**src/rtl/cache_fill_pkg.sv**
```systemverilog
// cache_fill_pkg: shared state encoding and index-width helpers for the cache fill engine
package cache_fill_pkg;
  typedef enum logic [1:0] {IDLE, ISSUE, WAIT, DONE} fill_state_t;
  localparam int WORD_BYTES = 2;
  function automatic int idx_w(input int n);
    return n > 1 ? $clog2(n) : 1;
  endfunction
endpackage

```
**src/rtl/cache_fill_unit_rr_arbiter.sv**
```systemverilog
// rr_arbiter: round-robin grant whose priority rotates to the channel after each accepted grant
module rr_arbiter import cache_fill_pkg::*; #(
  parameter int NREQ = 2
) (
  input  logic                   clk,
  input  logic                   rst,
  input  logic [NREQ-1:0]        req,
  input  logic                   accept,
  output logic [NREQ-1:0]        gnt,
  output logic [idx_w(NREQ)-1:0] idx
);
  localparam int IW = idx_w(NREQ);
  logic [IW-1:0] ptr;
  logic found;
  always_comb begin
    idx = '0;
    found = 1'b0;
    for (int k = 0; k < NREQ; k++) begin
      if (!found && req[(int'(ptr) + k) % NREQ]) begin
        found = 1'b1;
        idx = IW'((int'(ptr) + k) % NREQ);
      end
    end
    gnt = found ? NREQ'(1) << idx : '0;
  end
  always_ff @(posedge clk) begin
    if (rst) ptr <= '0;
    else if (accept && found) ptr <= idx == IW'(NREQ - 1) ? '0 : idx + 1'b1;
  end
endmodule

```
**src/rtl/cache_fill_unit.sv**
```systemverilog
// cache_fill_unit: arbitrates cache block fills onto one pipelined memory and streams words back
module cache_fill_unit import cache_fill_pkg::*; #(
  parameter int ADDR_W = 16,
  parameter int DATA_W = 16,
  parameter int WORDS  = 8,
  parameter int NREQ   = 2,
  parameter bit CWF    = 1'b0
) (
  input  logic                     clk,
  input  logic                     rst,
  input  logic [NREQ-1:0]          miss_req,
  input  logic [NREQ*ADDR_W-1:0]   miss_addr,
  output logic [NREQ-1:0]          busy,
  output logic [NREQ-1:0]          done,
  output logic                     mem_en,
  output logic [ADDR_W-1:0]        mem_addr,
  input  logic [DATA_W-1:0]        mem_data,
  input  logic                     mem_data_valid,
  output logic                     fill_we,
  output logic [idx_w(WORDS)-1:0]  fill_word,
  output logic [DATA_W-1:0]        fill_data,
  output logic [idx_w(NREQ)-1:0]   fill_chan,
  output logic                     tag_we,
  output logic                     crit_valid
);
  localparam int OW = idx_w(WORDS);
  localparam int CW = OW + 1;
  localparam int BW = $clog2(WORD_BYTES);
  localparam int IW = idx_w(NREQ);
  fill_state_t state;
  logic [CW-1:0] issue_cnt, rcv_cnt;
  logic [OW-1:0] start, crit, issue_off, rcv_off;
  logic [ADDR_W-1:0] base, sel_addr;
  logic [NREQ-1:0] gnt, chan_oh;
  logic [IW-1:0] gnt_idx, chan;
  logic active, grant;
  rr_arbiter #(.NREQ(NREQ)) u_arb (
    .clk(clk),
    .rst(rst),
    .req(miss_req),
    .accept(grant),
    .gnt(gnt),
    .idx(gnt_idx)
  );
  assign grant = state == IDLE && |miss_req;
  assign sel_addr = miss_addr[gnt_idx*ADDR_W +: ADDR_W];
  assign active = state == ISSUE || state == WAIT;
  assign issue_off = start + issue_cnt[OW-1:0];
  assign rcv_off = start + rcv_cnt[OW-1:0];
  assign mem_en = state == ISSUE;
  assign mem_addr = mem_en ? base | ADDR_W'({issue_off, {BW{1'b0}}}) : '0;
  assign fill_we = active && mem_data_valid;
  assign fill_word = fill_we ? rcv_off : '0;
  assign fill_data = fill_we ? mem_data : '0;
  assign fill_chan = fill_we ? chan : '0;
  assign tag_we = fill_we && rcv_cnt == CW'(WORDS - 1);
  assign crit_valid = fill_we && rcv_off == crit;
  assign busy = active ? chan_oh : '0;
  assign done = state == DONE ? chan_oh : '0;
  always_ff @(posedge clk) begin
    if (rst) begin
      state <= IDLE;
      issue_cnt <= '0;
      rcv_cnt <= '0;
      base <= '0;
      start <= '0;
      crit <= '0;
      chan <= '0;
      chan_oh <= '0;
    end else begin
      case (state)
        IDLE: if (grant) begin
          state <= ISSUE;
          issue_cnt <= '0;
          rcv_cnt <= '0;
          chan <= gnt_idx;
          chan_oh <= gnt;
          base <= sel_addr & ~ADDR_W'(WORDS * WORD_BYTES - 1);
          crit <= sel_addr[BW +: OW];
          start <= CWF ? sel_addr[BW +: OW] : '0;
        end
        ISSUE, WAIT: begin
          if (mem_en) issue_cnt <= issue_cnt + 1'b1;
          if (mem_en && issue_cnt == CW'(WORDS - 1)) state <= WAIT;
          if (fill_we) rcv_cnt <= rcv_cnt + 1'b1;
          if (tag_we) state <= DONE;
        end
        default: state <= IDLE;
      endcase
    end
  end
endmodule

```
**config.mk**
```make
export PLATFORM = sky130hd
export DESIGN_NAME = cache_fill_unit
export DESIGN_NICKNAME = d
export VERILOG_FILES = /design/src/rtl/cache_fill_pkg.sv /design/src/rtl/cache_fill_unit_rr_arbiter.sv /design/src/rtl/cache_fill_unit.sv
export SDC_FILE = /design/constraint.sdc
export NUM_CORES = 1
export LEC_CHECK = 0
export ABC_CLOCK_PERIOD_IN_PS = 1800
export CAP_MARGIN = 30
export CORE_MARGIN = 2
export CORE_UTILIZATION = 37
export DETAILED_ROUTE_END_ITERATION = 12
export PLACE_DENSITY = 0.92
export SLEW_MARGIN = 30
export SYNTH_ARGS = -nofsm -noshare
export SYNTH_HDL_FRONTEND = slang
export SYNTH_SLANG_ARGS = --single-unit
```
**constraint.sdc**
```tcl
create_clock -name clk -period 1.8 [get_ports clk]
set_input_delay 0.18 -clock clk [delete_from_list [all_inputs] [get_ports clk]]
set_output_delay 0.18 -clock clk [all_outputs]
set_load 0.02 [all_outputs]
```
==> metrics.txt, run 1 <==
Remaining DRCs=0; gr ovfl total=0; vias per std cell=5.093; RSZ-0062 raised after global routing=false; clk_lat worst skew=0.27 ns; H-Tree Depth=2; fin crit period=1.731 ns; Setup Skew=0.005207 ns; pre-CTS setup slack=-0.09799 ns; switching power=1.352 mW; NumNets Final=352; max_cap viols=0; CTS tree=yes; Max Fclk=577.6 MHz; DR iter-0 viols=111; Avg Cell Area, Syn=8.516 um2; Setup Fix Bufs, Post-CTS=0; DPL Wire Length=3690 um; clock network power share=14.5%; post-route clock period utilization=96.19%; FF-to-FF path depth=7; endpoints failing setup=0; Worst Path Required=1.96 ns; Sinks on Clock Net=29; routability cong.=0.7981; Net Sw Frac=39.64%; P&R area growth vs syn=73.30%; synth top area cells=dfxtp_1, a222oi_1, and3_1; Final Hold Viols=0; vias in the first global route=1761; Leak=1.257 nW; hold depth=2; largest net degree at the start of global routing=22; arrival time worst endpoint=1.89 ns; Synth Net Count=244; Num CTS Buffers=5; combinational fraction of design power=59.9%; Setup CP Type=reg -> reg; CP endpoint kind=flip-flop; initial antenna violation count=0; Flop pwr share=25.6%; VDD IR-drop max=726.1 uV; Post-Synthesis Cells=186; setup ws final=0.06855 ns; Internal=2.059 mW; Die H=69.43 um; Reg2Reg Setup Slack=0.07 ns; crit path from=state[0]$_SDFFE_PP0P_; share of the synthesized area in the top cell type=36.65%; # rows=23; worst hold slack=0.4871 ns; Synth async-reset ratio=0%; synthesized flop and latch total=29; Die X=69.43 um; Pins Over Slew Limit=0; final core occ=67.65%; DRT Pass-1 Iters=5; HP Class=reg -> reg; IO Port Bufs=93; global-route usage over all layers=19.30%; r2r startpoint=state[0]$_SDFFE_PP0P_; I/O Pins=97; largest fanout on the critical path=6; status=completed; total number of vias=1757; initial core utilization=39.04%; Syn. warnings=0; antenna cells=0; Startpoint Class=flip-flop; PwrDens=1243 mW/mm2; Die Area=0.004821 mm2; ratio of cells with drive above 1 in the final layout=26.44%; Antenna Nets Post-Route=0; post-synth top area cell=dfxtp_1; EDFF count, synth=0; post-synth design cell area=0.001584 mm2; Tot Pwr=3.411 mW; Clk pin slew, worst setup/hold paths=0.06 ns; Routed WL=4623 um; WL per Instance=13.40 um; top_reg_cell synth=dfxtp_1; sequential element share of the synthesized area=36.65%; Longest Clk Path Bufs=2; post-synth cell types=34; first-pass GRT wire length=7755 um; Crit Reg-Reg Endpoint=state[1]$_SDFFE_PP0P_; core region area=0.004058 mm2; crit path to=state[1]$_SDFFE_PP0P_; CTS Root Cell=clkbuf_8
## flip-flops by register name (all words and copies together) (netlist names)
signal,flops
u_arb.ptr,1
state,2
crit,3
chan,1
rcv_cnt,4
base,12
chan_oh,2
issue_cnt,4
## per-layer routing
metal	vias to the layer above	share of wire, %	track usage [%]
met3	4	4.7	4.506
li1	882	-	-
met4	0	0.65	5.447
met5	-	0	0
met1	822	40	22.30
met2	49	55	35.26
## synthesized netlist by cell type (all sizes together) (2+ instances only)
cell,count
nand3,4
buf,6
nand2,7
a21oi,8
mux2,2
nor2,27
dfxtp,29
o21ai,4
ha,5
xor2,7
nand2b,2
and2,20
inv,4
and3,22
clkbuf,10
a222oi,15
## cells by family (layout without fill, tap and decap cells)
group	Yosys count	in the layout	synth area share, %
AO/OA/AOI/OAI	32	32	17.46
flip-flops	29	29	36.65
buffers and inverters	20	129	5.924
other	1	1	0.2367
adder cells (fa/ha/maj)	5	5	3.949
multiplexers	2	2	1.422
AND/OR/NAND/NOR	89	89	29.94
XOR/XNOR	8	8	4.424
## worst max-delay path, stage by stage (launching register included)
cell and delay, ns:
dfxtp_2 0.33, inv_1 0.07, ha_4 0.27, and3_2 0.20, and3b_2 0.20, buf_4 0.14, o21a_4 0.21, o221a_1 0.21
## power by group through the flow
stage,logic (mW),clock network [mW],registers (mW)
after detailed placement,2.03,0,0.886
after floorplan,1.18,0,0.862
final,2.04,0.495,0.874
after global routing,2.23,0.545,0.894
after CTS,2.01,0.515,0.872
after global placement,1.99,0,0.878
## what timing repair did
item                                    in CTS  in global routing
hold buffers                                 0                  0
endpoints found under the setup margin      46                 41
pin swaps                                    0                  0
gates resized for setup                    101                 23
endpoints found under the hold margin        0                  0
## per-stage QoR
step | area [um2] | TNS, ns | std cells
2_1_floorplan | 1598 | 0 | 186
3_3_place_gp | 2705 | -0.8416 | 337
3_5_place_dp | 2705 | -1.314 | 337
4_1_cts | 2818 | 0 | 345
5_1_grt | 2745 | 0 | 345
6_report | 2745 | 0 | 345
## layout by cell type (no fill, tap or decap), types with 2 or more instances in the layout
cell type / Yosys / final
dfxtp_1: 29 / 28
ha_1: 5 / 4
buf_4: 2 / 21
buf_2: 3 / 2
and3_1: 22 / 21
nand2_1: 7 / 7
o21ai_0: 3 / 3
a21oi_2: 2 / 2
and2_1: 20 / 20
clkinv_2: 0 / 2
dlygate4sd2_1: 0 / 5
xor2_1: 7 / 7
clkdlybuf4s15_1: 0 / 2
nand2b_1: 2 / 2
clkbuf_2: 0 / 15
nand3_1: 4 / 4
a21oi_1: 6 / 6
buf_6: 1 / 2
nor2_1: 27 / 27
inv_1: 4 / 4
a222oi_1: 15 / 15
clkbuf_8: 0 / 5
clkdlybuf4s50_1: 0 / 50
clkdlybuf4s15_2: 0 / 19
## area by class of cell
type / count / area, um2
tap: 50 / 62.56
multi-input combinational: 137 / 939.7
sequential: 29 / 581.8
inverter: 4 / 15.01
timing repair buffer: 117 / 1064
clock buffer: 6 / 72.57
clock inverter: 2 / 10.01
fill: 329 / 1313
## worst min path at each step
stage / startpoint / to / slack, ns
after global routing: issue_cnt[1]$_SDFFE_PP0P_ / issue_cnt[1]$_SDFFE_PP0P_ / 0.53
final: issue_cnt[1]$_SDFFE_PP0P_ / issue_cnt[1]$_SDFFE_PP0P_ / 0.49
after floorplan: miss_addr[10] / base[10]$_SDFFE_PP0P_ / 0.33
after detailed placement: issue_cnt[1]$_SDFFE_PP0P_ / issue_cnt[1]$_SDFFE_PP0P_ / 0.48
after CTS: issue_cnt[1]$_SDFFE_PP0P_ / issue_cnt[1]$_SDFFE_PP0P_ / 0.49
after global placement: issue_cnt[1]$_SDFFE_PP0P_ / issue_cnt[1]$_SDFFE_PP0P_ / 0.47
Power figures use the tool's default switching activity.
==> run 2, diff against run 1 <==
--- a/config.mk
+++ b/config.mk
@@ -15,3 +15,4 @@
 export SYNTH_ARGS = -nofsm -noshare
 export SYNTH_HDL_FRONTEND = slang
 export SYNTH_SLANG_ARGS = --single-unit
+export TNS_END_PERCENT = 50
==> metrics.txt, run 2 (same netlist as run 1, synthesis figures left out) <==
antenna cells=0 (unchanged); Num CTS Buffers=5 (unchanged); VDD IR-drop max=596.3 uV (-18%); Startpoint Class=flip-flop; Setup Skew=0.005615 ns (+0.0004081 ns); Largest Register=base; number of flip-flops in the largest register=12 (unchanged); Die H=69.43 um (unchanged); commonest non-fill, non-tap cell in the layout=clkdlybuf4s50_1; routability cong.=0.7638 (-4.3%); # rows=23 (unchanged); H-Tree Depth=2 (unchanged); vias per std cell=5.348 (+5.0%); Max stage delay on crit path=0.34 ns (about the same); total number of vias=1845 (+5.0%); Longest Clk Path Bufs=2 (unchanged); status=completed; Max Fclk=574.7 MHz (-0.50%); CTS Root Cell=clkbuf_8; Remaining DRCs=0 (unchanged); Antenna Nets Post-Route=0 (unchanged); dpl cells=338 (+0.30%); DRT Pass-1 Iters=5 (unchanged); Worst Path Required=1.98 ns (+0.02 ns); most frequent cells in the layout=clkdlybuf4s50_1, dfxtp_1, nor2_1; vias in the first global route=1837 (+4.3%); largest fanout on the critical path=5 (-1); Routed WL=5093 um (+10%); Sinks on Clock Net=29 (unchanged); Reg2Reg Setup Slack=0.06 ns (about the same); Pins Over Slew Limit=0 (unchanged); Tot Pwr=3.423 mW (+0.35%); post-route clock period utilization=96.67% (+0.48 points); largest net degree at the start of global routing=23 (+4.5%); core region area=0.004058 mm2 (unchanged); RSZ-0062 raised after global routing=true; Leak=1.278 nW (+1.7%); PwrDens=1288 mW/mm2 (+3.7%); initial core utilization=39.04% (unchanged); Die Area=0.004821 mm2 (unchanged); gr ovfl total=0 (unchanged); final core occ=65.49% (-2.2 points); CTS tree=yes; P&R area growth vs syn=67.77%; worst hold slack=0.4783 ns (-0.008830 ns); Die X=69.43 um (unchanged); CP cell instances=inv_1 -> ha_4 -> and3_4 -> and3b_2 -> buf_4 -> o21a_4 -> o221a_1; CP endpoint kind=flip-flop; max_cap viols=0 (unchanged); I/O Pins=97 (unchanged); Setup CP Type=reg -> reg; initial antenna violation count=0 (unchanged); WL per Instance=14.76 um (+10%); endpoints failing setup=0 (unchanged); pre-CTS setup slack=-0.1190 ns (-0.02098 ns); DPL Wire Length=3919 um (+6.2%); biggest regs=base (12), issue_cnt (4), rcv_cnt (4); NumNets Final=353 (+0.28%); hold_buf cts=0 (unchanged); arrival time worst endpoint=1.92 ns (+0.03 ns); clk_lat worst skew=0.28 ns (about the same); ratio of cells with drive above 1 in the final layout=26.78% (+0.34 points); Finished Layout Cells=345 (unchanged); slowest CP cell=dfxtp_1; setup ws final=0.05991 ns (-0.008641 ns); first-pass GRT wire length=8528 um (+10%); global-route usage over all layers=21.84% (+2.5 points); Clk pin slew, worst setup/hold paths=0.06 ns (about the same); DR iter-0 viols=108 (-2.7%); fin crit period=1.740 ns (+0.008641 ns); HP Class=reg -> reg; Final Hold Viols=0 (unchanged); Setup Fix Bufs, Post-CTS=0 (unchanged); IO Port Bufs=93 (unchanged)
==> run 2: cell types whose count changed in the layout (fill, tap and decap cells not counted), sizes merged <==
| cell | before | now |
|---|---|---|
| clkdlybuf4s15 | 21 | 5 |
| buf | 26 | 42 |
| clkinv | 2 | 0 |
| clkbuf | 21 | 23 |
==> run 2: cell type report <==
class                   count  area [um2]
fillers                   344        1400
repair buffers            118       973.4
multi-input cells         137       939.7
flip-flops and latches     29       580.6
clock buffers               7       86.33
well taps                  50       62.56
inverters                   4       15.01
==> run 2: where the power goes <==
| part | switching (mW) | internal [mW] | leakage, nW | total, mW |
|---|---|---|---|---|
| logic | 1.06 | 0.957 | 0.996 | 2.02 |
| clock network | 0.230 | 0.302 | 0.0443 | 0.532 |
| registers | 0.0922 | 0.783 | 0.238 | 0.876 |
| total | 1.38 | 2.04 | 1.28 | 3.42 |
==> run 2: what timing repair did <==
item,in CTS,in global routing
endpoints found under the hold margin,0,0
setup endpoints to repair,44,40
gates resized for setup,102,38
==> run 2: critical path: cells and delay by family, from the launching register on <==
kind            cells  cell delay [ns]
fa+ha+maj           1             0.27
buf+inv             2             0.22
compound gates      2             0.42
flops               1             0.34
simple gates        2             0.38
==> run 2: metrics by stage <==
| step | instance area (um2) | TNS (ns) |
|---|---|---|
| final | 2658 | 0 |
| after global routing | 2658 | -0.03171 |
| after CTS | 2831 | -0.2407 |
| after detailed placement | 2711 | -1.524 |
| after global placement | 2711 | -1.037 |
| after floorplan | 1597 | -0.02539 |
==> run 2: final timing paths <==
path | cells past startpoint | startpoint | to
setup / recovery | 7 | state[0]$_SDFFE_PP0P_ | state[1]$_SDFFE_PP0P_
hold / removal | 2 | issue_cnt[1]$_SDFFE_PP0P_ | issue_cnt[1]$_SDFFE_PP0P_
setup reg to reg | 7 | state[0]$_SDFFE_PP0P_ | state[1]$_SDFFE_PP0P_
hold reg to reg | 2 | issue_cnt[1]$_SDFFE_PP0P_ | issue_cnt[1]$_SDFFE_PP0P_
==> run 2: metal layers <==
metal	part of all wire [%]	global-route usage (%)	wire, um
met2	55	40.60	2795
met1	36	22.80	1857
met3	7.2	8.140	366
met5	0	0	0
met4	1.4	6.100	72
